### src/rtl/mire_gen_if.sv
// Wishbone master-side bundle used by the framebuffer pattern generator.
interface wshb_if;
  logic        clk;
  logic        rst;
  logic [31:0] adr;
  logic [31:0] dat_ms;
  logic        stb;
  logic        cyc;
  logic        we;
  logic [3:0]  sel;
  logic [2:0]  cti;
  logic [1:0]  bte;
  logic        ack;

  modport master (
    input  clk, rst, ack,
    output adr, dat_ms, stb, cyc, we, sel, cti, bte
  );
endinterface

### src/rtl/mire_gen.sv
// Test-pattern generator: writes one raster-ordered frame of 32'h00RRGGBB pixels
// into the framebuffer as incrementing Wishbone bursts, single-shot or continuous.
module mire_gen #(
  parameter int unsigned HDISP    = 800,
  parameter int unsigned VDISP    = 480,
  parameter int unsigned BURST    = 64,
  parameter int unsigned STRIPE   = 16,
  parameter logic [31:0] BASE_ADR = 32'h0
) (
  wshb_if.master      wshb_ifm,
  input  logic        enable,
  input  logic [2:0]  mode,
  input  logic [23:0] color,
  output logic        busy,
  output logic        frame_done
);

  localparam int XW = (HDISP > 1) ? $clog2(HDISP) : 1;
  localparam int YW = (VDISP > 1) ? $clog2(VDISP) : 1;
  localparam int BW = (BURST > 1) ? $clog2(BURST) : 1;
  localparam int SW = $clog2(STRIPE);
  localparam int unsigned NB = HDISP / 8;
  localparam int CW = (NB > 1) ? $clog2(NB) : 1;

  localparam logic [XW-1:0] X_LAST = XW'(HDISP - 1);
  localparam logic [YW-1:0] Y_LAST = YW'(VDISP - 1);
  localparam logic [BW-1:0] B_LAST = BW'(BURST - 1);
  localparam logic [CW-1:0] C_LAST = CW'(NB - 1);

  localparam logic [2:0] CTI_INC = 3'b010;
  localparam logic [2:0] CTI_END = 3'b111;

  typedef enum logic [1:0] {IDLE, RUN, GAP} state_t;

  state_t        state_q, state_d;
  logic [XW-1:0] x_q, x_d, nx;
  logic [YW-1:0] y_q, y_d, ny;
  logic [BW-1:0] beat_q, beat_d, nbeat;
  logic [2:0]    bar_q, bar_d, nbar;
  logic [CW-1:0] bcnt_q, bcnt_d, nbcnt;
  logic [31:0]   adr_q, adr_d, dat_q, dat_d;
  logic [2:0]    cti_q, cti_d, mode_q, mode_d;
  logic [23:0]   color_q, color_d;
  logic          stb_q, stb_d, busy_q, busy_d, done_q, done_d;
  logic          last_pix, last_beat, next_last;
  logic [23:0]   start_pix;

  function automatic logic [23:0] pix(input logic [2:0] m, input logic [23:0] c,
                                      input logic [XW-1:0] x, input logic [YW-1:0] y,
                                      input logic [2:0] bar);
    logic [31:0] xe, ye, chk;
    xe  = 32'(x);
    ye  = 32'(y);
    chk = (xe >> SW) ^ (ye >> SW);
    case (m)
      3'd0: return (xe[SW-1:0] == '0) ? 24'hFFFFFF : 24'h000000;
      3'd1: return (ye[SW-1:0] == '0) ? 24'hFFFFFF : 24'h000000;
      3'd2: return (chk[0] == 1'b0) ? 24'hFFFFFF : 24'h000000;
      3'd3: begin
        case (bar)
          3'd0:    return 24'hFFFFFF;
          3'd1:    return 24'hFFFF00;
          3'd2:    return 24'h00FFFF;
          3'd3:    return 24'h00FF00;
          3'd4:    return 24'hFF00FF;
          3'd5:    return 24'hFF0000;
          3'd6:    return 24'h0000FF;
          default: return 24'h000000;
        endcase
      end
      3'd4:    return c;
      3'd5:    return {3{xe[7:0]}};
      default: return 24'h000000;
    endcase
  endfunction

  always_comb begin
    state_d = state_q;
    x_d     = x_q;
    y_d     = y_q;
    beat_d  = beat_q;
    bar_d   = bar_q;
    bcnt_d  = bcnt_q;
    adr_d   = adr_q;
    dat_d   = dat_q;
    cti_d   = cti_q;
    mode_d  = mode_q;
    color_d = color_q;
    stb_d   = stb_q;
    busy_d  = busy_q;
    done_d  = 1'b0;

    last_pix  = (x_q == X_LAST) && (y_q == Y_LAST);
    last_beat = (beat_q == B_LAST);
    start_pix = pix(mode, color, '0, '0, '0);

    // Bar index tracks a column counter so colour bars need no divider.
    if (x_q == X_LAST) begin
      nx    = '0;
      ny    = y_q + 1'b1;
      nbar  = '0;
      nbcnt = '0;
    end else begin
      nx = x_q + 1'b1;
      ny = y_q;
      if (bcnt_q == C_LAST) begin
        nbcnt = '0;
        nbar  = bar_q + 1'b1;
      end else begin
        nbcnt = bcnt_q + 1'b1;
        nbar  = bar_q;
      end
    end
    nbeat     = last_beat ? '0 : beat_q + 1'b1;
    next_last = (nx == X_LAST) && (ny == Y_LAST);

    case (state_q)
      IDLE: begin
        if (enable) begin
          state_d = RUN;
          mode_d  = mode;
          color_d = color;
          stb_d   = 1'b1;
          busy_d  = 1'b1;
          adr_d   = BASE_ADR;
          dat_d   = {8'h00, start_pix};
          cti_d   = CTI_INC;
          x_d     = '0;
          y_d     = '0;
          beat_d  = '0;
          bar_d   = '0;
          bcnt_d  = '0;
        end
      end
      RUN: begin
        if (wshb_ifm.ack) begin
          if (last_pix) begin
            // Frame end takes priority over an end-of-burst on the same ack.
            done_d = 1'b1;
            stb_d  = 1'b0;
            adr_d  = BASE_ADR;
            dat_d  = {8'h00, start_pix};
            cti_d  = CTI_INC;
            x_d    = '0;
            y_d    = '0;
            beat_d = '0;
            bar_d  = '0;
            bcnt_d = '0;
            if (enable) begin
              state_d = GAP;
              mode_d  = mode;
              color_d = color;
            end else begin
              state_d = IDLE;
              busy_d  = 1'b0;
            end
          end else begin
            x_d    = nx;
            y_d    = ny;
            bar_d  = nbar;
            bcnt_d = nbcnt;
            beat_d = nbeat;
            adr_d  = adr_q + 32'd4;
            dat_d  = {8'h00, pix(mode_q, color_q, nx, ny, nbar)};
            cti_d  = ((nbeat == B_LAST) || next_last) ? CTI_END : CTI_INC;
            if (last_beat) begin
              state_d = GAP;
              stb_d   = 1'b0;
            end
          end
        end
      end
      GAP: begin
        state_d = RUN;
        stb_d   = 1'b1;
      end
      default: state_d = IDLE;
    endcase
  end

  always_ff @(posedge wshb_ifm.clk or posedge wshb_ifm.rst) begin
    if (wshb_ifm.rst) begin
      state_q <= IDLE;
      x_q     <= '0;
      y_q     <= '0;
      beat_q  <= '0;
      bar_q   <= '0;
      bcnt_q  <= '0;
      adr_q   <= BASE_ADR;
      dat_q   <= '0;
      cti_q   <= '0;
      mode_q  <= '0;
      color_q <= '0;
      stb_q   <= 1'b0;
      busy_q  <= 1'b0;
      done_q  <= 1'b0;
    end else begin
      state_q <= state_d;
      x_q     <= x_d;
      y_q     <= y_d;
      beat_q  <= beat_d;
      bar_q   <= bar_d;
      bcnt_q  <= bcnt_d;
      adr_q   <= adr_d;
      dat_q   <= dat_d;
      cti_q   <= cti_d;
      mode_q  <= mode_d;
      color_q <= color_d;
      stb_q   <= stb_d;
      busy_q  <= busy_d;
      done_q  <= done_d;
    end
  end

  assign wshb_ifm.adr    = adr_q;
  assign wshb_ifm.dat_ms = dat_q;
  assign wshb_ifm.stb    = stb_q;
  assign wshb_ifm.cyc    = stb_q;
  assign wshb_ifm.we     = 1'b1;
  assign wshb_ifm.sel    = '1;
  assign wshb_ifm.cti    = cti_q;
  assign wshb_ifm.bte    = '0;
  assign busy            = busy_q;
  assign frame_done      = done_q;

endmodule

### src/flat_wrapper.sv
// flat-port wrapper written by rule: the top's interface ports become plain ports
module mire_gen_flat 
#(
  parameter int unsigned HDISP    = 800,
  parameter int unsigned VDISP    = 480,
  parameter int unsigned BURST    = 64,
  parameter int unsigned STRIPE   = 16,
  parameter logic [31:0] BASE_ADR = 32'h0
)
  (enable, mode, color, busy, frame_done, wshb_ifm_clk, wshb_ifm_rst, wshb_ifm_ack, wshb_ifm_adr, wshb_ifm_dat_ms, wshb_ifm_stb, wshb_ifm_cyc, wshb_ifm_we, wshb_ifm_sel, wshb_ifm_cti, wshb_ifm_bte);
  wshb_if wshb_ifm_i ();
  input  logic enable;
  input  logic [2:0] mode;
  input  logic [23:0] color;
  output logic busy;
  output logic frame_done;
  input wire logic [$bits(wshb_ifm_i.clk)-1:0] wshb_ifm_clk;
  input wire logic [$bits(wshb_ifm_i.rst)-1:0] wshb_ifm_rst;
  input wire logic [$bits(wshb_ifm_i.ack)-1:0] wshb_ifm_ack;
  output wire logic [$bits(wshb_ifm_i.adr)-1:0] wshb_ifm_adr;
  output wire logic [$bits(wshb_ifm_i.dat_ms)-1:0] wshb_ifm_dat_ms;
  output wire logic [$bits(wshb_ifm_i.stb)-1:0] wshb_ifm_stb;
  output wire logic [$bits(wshb_ifm_i.cyc)-1:0] wshb_ifm_cyc;
  output wire logic [$bits(wshb_ifm_i.we)-1:0] wshb_ifm_we;
  output wire logic [$bits(wshb_ifm_i.sel)-1:0] wshb_ifm_sel;
  output wire logic [$bits(wshb_ifm_i.cti)-1:0] wshb_ifm_cti;
  output wire logic [$bits(wshb_ifm_i.bte)-1:0] wshb_ifm_bte;
  assign wshb_ifm_i.clk = wshb_ifm_clk;
  assign wshb_ifm_i.rst = wshb_ifm_rst;
  assign wshb_ifm_i.ack = wshb_ifm_ack;
  assign wshb_ifm_adr = wshb_ifm_i.adr;
  assign wshb_ifm_dat_ms = wshb_ifm_i.dat_ms;
  assign wshb_ifm_stb = wshb_ifm_i.stb;
  assign wshb_ifm_cyc = wshb_ifm_i.cyc;
  assign wshb_ifm_we = wshb_ifm_i.we;
  assign wshb_ifm_sel = wshb_ifm_i.sel;
  assign wshb_ifm_cti = wshb_ifm_i.cti;
  assign wshb_ifm_bte = wshb_ifm_i.bte;
  mire_gen #(.HDISP(HDISP), .VDISP(VDISP), .BURST(BURST), .STRIPE(STRIPE), .BASE_ADR(BASE_ADR)) u_core (.wshb_ifm(wshb_ifm_i), .enable(enable), .mode(mode), .color(color), .busy(busy), .frame_done(frame_done));
endmodule
### config.mk
export PLATFORM = sky130hd
export DESIGN_NAME = mire_gen_flat
export DESIGN_NICKNAME = d
export VERILOG_FILES = /design/src/rtl/mire_gen_if.sv /design/src/rtl/mire_gen.sv /design/src/flat_wrapper.sv
export SDC_FILE = /design/constraint.sdc
export NUM_CORES = 1
export LEC_CHECK = 0
export ABC_AREA = 1
export BUFFER_PORTS_ARGS = -buffer_cell sky130_fd_sc_hd__buf_4
export CAP_MARGIN = 10
export CORE_MARGIN = 4
export CORE_UTILIZATION = 40
export CTS_CLUSTER_SIZE = 20
export DETAILED_ROUTE_END_ITERATION = 12
export GPL_TIMING_DRIVEN = 0
export PLACE_DENSITY = 0.6
export REMOVE_ABC_BUFFERS = 1
export SLEW_MARGIN = 20
export SYNTH_ARGS = -nofsm -noshare
export SYNTH_HDL_FRONTEND = slang
export SYNTH_SLANG_ARGS = --single-unit
### constraint.sdc
create_clock -name wshb_ifm_clk -period 4.6 [get_ports wshb_ifm_clk]
set_clock_uncertainty 0.2 [all_clocks]
set_input_delay 0.23 -clock wshb_ifm_clk [delete_from_list [all_inputs] [get_ports wshb_ifm_clk]]
set_output_delay 0.23 -clock wshb_ifm_clk [all_outputs]
set_load 0.02 [all_outputs]
## Word level (Yosys, flattened, before mapping)

Cells that the tools add are included.
W data, S select, Z words.

| word-level totals | value |
|---|---|
| latch bits | 0 |
| flip-flop bits (word level) | 134 |
| ROM bits | 0 |
| bits in writable memories | 0 |
| memories kept | 0 |
| word-level logic and storage cells | 139 |
| input bits | 31 |

| cells by class | value |
|---|---|
| mux-type cells | 72 |
| bitwise operators | 1 |
| magnitude comparators | 0 |
| shifts and indexed selects | 0 |
| multiply operators | 0 |
| equality and inequality tests | 29 |
| add/sub/neg operators | 6 |
| div/mod/pow operators | 0 |
| reduce and logical (&&, ||, !) cells | 17 |

Operators by type and width:

| operator | count |
|---|---|
| $mux W24 | 7 |
| $pmux W24 S7 | 1 |
| $mux W32 | 5 |
| $pmux W24 S6 | 1 |
| $pmux W32 S2 | 2 |
| $pmux W24 S2 | 2 |
| $mux W10 | 4 |
| $mux W3 | 12 |
| $mux W9 | 4 |
| $mux W7 | 5 |
| $add A32 B3 Y32 const B | 1 |
| $mux W6 | 4 |
| $eq A10 B10 Y1 const B | 2 |
| $pmux W10 S2 | 1 |
| $eq A3 B2 Y1 const B | 6 |
| $eq A3 B3 Y1 const B | 6 |
| $eq A9 B9 Y1 const B | 2 |
| $pmux W3 S2 | 3 |
| $pmux W9 S2 | 1 |
| $pmux W7 S2 | 1 |
| $eq A6 B6 Y1 const B | 2 |
| $pmux W6 S2 | 1 |
| $add A10 B1 Y10 const B | 1 |
| $mux W1 | 10 |
| other kinds (27) | 41 |

## Longest topological paths before layout

| depth | value |
|---|---|
| depth in word-level cells | 9 |
| mapped depth | 15 |
| gate-level depth less buffers | 15 |

## Worst setup path after synthesis

Ideal clock, no wire load.

| timing path | value |
|---|---|
| path kind | flip-flop to flip-flop |
| start point | reg u_core.adr_q[2], in the netlist u_core.wshb_ifm.adr[2] |
| end point | reg u_core.adr_q[22], in the netlist u_core.wshb_ifm.adr[22] |
| cell stages (with the launch flop) | 13 |
| required time | 4.277 ns |
| arrival | 1.737 ns |
| path buffers | 0 |
| slack | 2.539 ns |
| cells stage by stage | dfrtp_1 > ha_1 > nand2_1 > nor2_1 > nand3_1 > nor2_1 > nand2_1 > nor2_1 > nand2_1 > inv_1 > nand2_1 > o21ai_0 > a21oi_1 |

| on the way | value |
|---|---|
| longest elaborated chain between the ends | 4 |

Ends and longest elaborated chain:

| element | RTL line | text |
|---|---|---|
| start, declared | mire_gen.sv:41 | `logic [31:0] adr_q, adr_d, dat_q, dat_d;` |
| start signal, assigned | mire_gen.sv:204 | `adr_q <= adr_d;` |
| $add A32 B3 Y32 | mire_gen.sv:163 | `adr_d = adr_q + 32'd4;` |
| $mux W32 | mire_gen.sv:137 | `if (last_pix) begin` |
| $mux W32 | mire_gen.sv:136 | `if (wshb_ifm.ack) begin` |
| $pmux W32 S2 | mire_gen.sv:117 | `case (state_q)` |

No other way between the ends. The select of a mux whose other input is x is not followed.
A chain may end at the register's enable or synchronous reset.

## Worst setup path in the final report

| timing path | value |
|---|---|
| start point | reg u_core.state_q[0] |
| end point | reg u_core.dat_q[15], in the netlist u_core.wshb_ifm.dat_ms[15] |

| on the way | value |
|---|---|
| longest elaborated chain between the ends | 3 |
| elaborated cells between the ends (all ways) | 7 |
| classes of those cells | eq/ne (3); mux (1); reduce/logical (3) |

Ends and longest elaborated chain:

| element | RTL line | text |
|---|---|---|
| start, declared | mire_gen.sv:35 | `state_t state_q, state_d;` |
| start signal, assigned | mire_gen.sv:198 | `state_q <= state_d;` |
| $eq A2 B1 Y1 or $logic_not A2 Y1 (tied branches) | mire_gen.sv:117 |  |
| $ne A2 B2 Y1 (no line) or $reduce_bool A2 Y1 (tied branches) | - |  |
| $reduce_and A3 Y1 (no line) | - |  |
| end signal, assigned | mire_gen.sv:205 | `dat_q <= dat_d;` |
| end, declared | mire_gen.sv:41 |  |

Parallel ways exist; a longest one is shown, timed or not.

==> impl_metrics.tcl <==
set metrics [dict create \
    status "finished, final reports clean" \
    synthDominantCellAreaShare_pct 42.5 \
    critical_path_class "reg -> reg" \
    critPathMaxStageDelay_ns 0.58 \
    hold_violations 0 \
    arrival_ns 3.28 \
    cp-end-kind "register" \
    wl_per_cell_um 14.8 \
    rsz0062_at_grt "false" \
    setup_violations 0 \
    timing.final.max_slew_violations 0 \
    ys_types 42 \
    wl_um 19600 \
    cts.sinks 123 \
    drtIter0Drc 436 \
    peakVddDrop_uv 383 \
    fin_crit_sh_pct 68.0 \
    dpl.hpwl_um 13400 \
    antenna_found_initial 0 \
    first_global_vias 6279 \
    track_usage_pct 19.7 \
    cts_resized 0 \
    power.total_mw 4.79 \
    postLayoutCellArea_sq_um 8850 \
    root_buffer "clkbuf_16" \
    postCtsSetupBuffers 0 \
    ys.flop_type "dfrtp_1" \
    final_cell_mix "247 x nand2_1, 123 x dfrtp_1, 120 x inv_1" \
    cts-buffers-inserted 17 \
    hold_path_class "in -> reg" \
    gp_congestion 0.838 \
    die_h_um 143 \
    detail-route-antenna-nets 0 \
    rows 48 \
    grt_max_degree 69 \
    path_delay_family "simple AND/OR/NAND/NOR gates" \
    drive_gt1_share_pct 14.3 \
    htreeDepth 4 \
    worst-path-buf-inv 2 \
    syn_to_final_growth_pct 22.3 \
    worst_pin_slew_ns 1.01 \
    synth_cells 980 \
    ios 109 \
    first_pass_iters 5 \
    die-area_sq_um 20300 \
    final_net_count 1125 \
    path_cells "inv_1, nor2_4, nand2_2, nand2_4, inv_2, nor2_4, o21ai_0, nand2_1" \
    slowest_stage "inv_2" \
    cp.required_ns 4.75 \
    final_core_utilization_pct 50.5 \
    coreArea_sq_um 17500 \
    ctsHoldBuffers 29 \
    p_per_area_nw_per_um2 541 \
    yosysWarnings 0 \
    ys_ff_latch 123 \
    relSlewSlack_pct 32.3 \
    diodes 0 \
    maxCapViolations 0 \
    startpoint_type "register" \
    cts_tree "done" \
    dpl_cell_area_sq_um 7980 \
    hold_ws_ns 0.175 \
    clock_latency_ns 0.42 \
    syn_area_per_cell_sq_um 7.39 \
    dr_total_vias 6648 \
    vias_per_cell 5.02 \
    synth-seq-area-share_pct 42.5 \
    layout_commonest_cell "nand2_1" \
    port_buffers 91 \
    path_common_cell "nor2_4" \
    grt_pass1_wl_um 32000 \
    cts.path.max_buffers 2 \
    cellLeakagePower_nw 4.44 \
    drc 0 \
    synth-edff-count 0 \
    initial_core_util_pct 41.3 \
    die_w_um 143 \
    yosysTopAreaCell "dfrtp_1" \
    synth_top_cells_by_area "dfrtp_1 43%, nand2_1 13%, inv_1 6.3%" \
    cp_max_fo 49 \
    synthArstFlopShare_pct 100 \
    grt_overflow 0 \
    fin_crit_ns 3.13 \
    netlist_area_sq_um 7240 \
    clk_pin_slew_ns 0.06 \
    fmax_mhz 320 \
]
final timing paths:
kind | start | endpoint | slack (ns) | cells after the start
min | wshb_ifm_ack | u_core.state_q[1] | 0.17 | 4
min in group asynchronous | wshb_ifm_rst | u_core.wshb_ifm.adr[8] | 0.19 | 3
max | u_core.state_q[0] | u_core.wshb_ifm.dat_ms[15] | 1.47 | 8
max in group asynchronous | wshb_ifm_rst | u_core.x_q[5] | 3.33 | 4
max reg2reg | u_core.state_q[0] | u_core.wshb_ifm.dat_ms[15] | 1.47 | 8
min reg2reg | u_core.wshb_ifm.cti[1] | u_core.wshb_ifm.cti[1] | 0.27 | 1
power breakdown:
part / total, mW / leakage (nW) / switching, mW / internal [mW]
Combinational: 1.88 / 2.55 / 1.24 / 0.635
Clock: 1.33 / 0.287 / 0.477 / 0.851
Sequential: 1.59 / 1.60 / 0.215 / 1.37
Total: 4.79 / 4.44 / 1.93 / 2.86
registers in the layout, summed over array words and instances (netlist names):
register and flops:
u_core.frame_done 1, u_core.beat_q 6, u_core.x_q 10, u_core.busy 1, u_core.wshb_ifm.cti 2, u_core.mode_q 3
u_core.wshb_ifm.adr 30, u_core.state_q 2, u_core.y_q 9, u_core.bcnt_q 7, u_core.wshb_ifm.dat_ms 24, u_core.bar_q 3
u_core.color_q 24, u_core.wshb_ifm.cyc 1
synthesized netlist by cell type, types with 3 or more instances:
cell      count
o21ai_1      37
or2_2         4
nor2_1       87
o21ai_0      47
nor3_1       23
xnor2_1       3
inv_2         6
a21oi_1      52
inv_1       121
buf_6         6
o22ai_1      21
o21bai_1      6
nand3_4       4
nor2_2        3
ha_1          9
nor2_4        3
dfrtp_1     123
nand2_1     247
buf_4        20
nor4_1        5
buf_2        10
nand3_1      64
clkbuf_1     12
nand2_4       3
nand2_2       5
xor2_1       13
nand4_1      24
worst reg2reg max path, cell delays in order, from the launching register on:
cell and delay [ns]:
dfrtp_1 0.44, inv_1 0.12, nor2_4 0.13, nand2_2 0.24, nand2_4 0.55, inv_2 0.59, nor2_4 0.53, o21ai_0 0.17
nand2_1 0.09
cells by family after synthesis:
kind of cell / after synthesis / synth area share (%)
XOR/XNOR: 16 / 1.94
AO/OA/AOI/OAI: 175 / 13.4
flip-flops: 123 / 42.5
adder cells (fa/ha/maj): 9 / 1.55
AND/OR/NAND/NOR: 476 / 29.3
other: 2 / 0.104
buffers and inverters: 179 / 11.2
stage by stage:
step | TNS, ns | setup WS, ns | cells
floorplan | 0 | 0.899 | 945
global placement | -100.80 | -0.827 | 1261
detailed placement | 0 | 1.44 | 1262
CTS | 0 | 1.40 | 1323
global route | 0 | 1.13 | 1323
finish | 0 | 1.47 | 1323
layer usage:
layer,vias up,track usage (%),routed length [um]
met5,-,0,0
met4,0,4.95,245
met3,22,4.30,945
met2,153,30.5,8860
met1,3111,28.0,9530
li1,3362,-,-
cell type report:
class                           count  area, sq um
Inverter                          129          497
Timing Repair Buffer              121         1000
Clock inverter                      7         87.6
Multi-Input combinational cell    693         3410
Clock buffer                       25          495
Tap cell                          225          282
Fill cell                        1770         8680
Sequential cell                   123         3080
No activity file was read; power rests on OpenSTA's default activity.
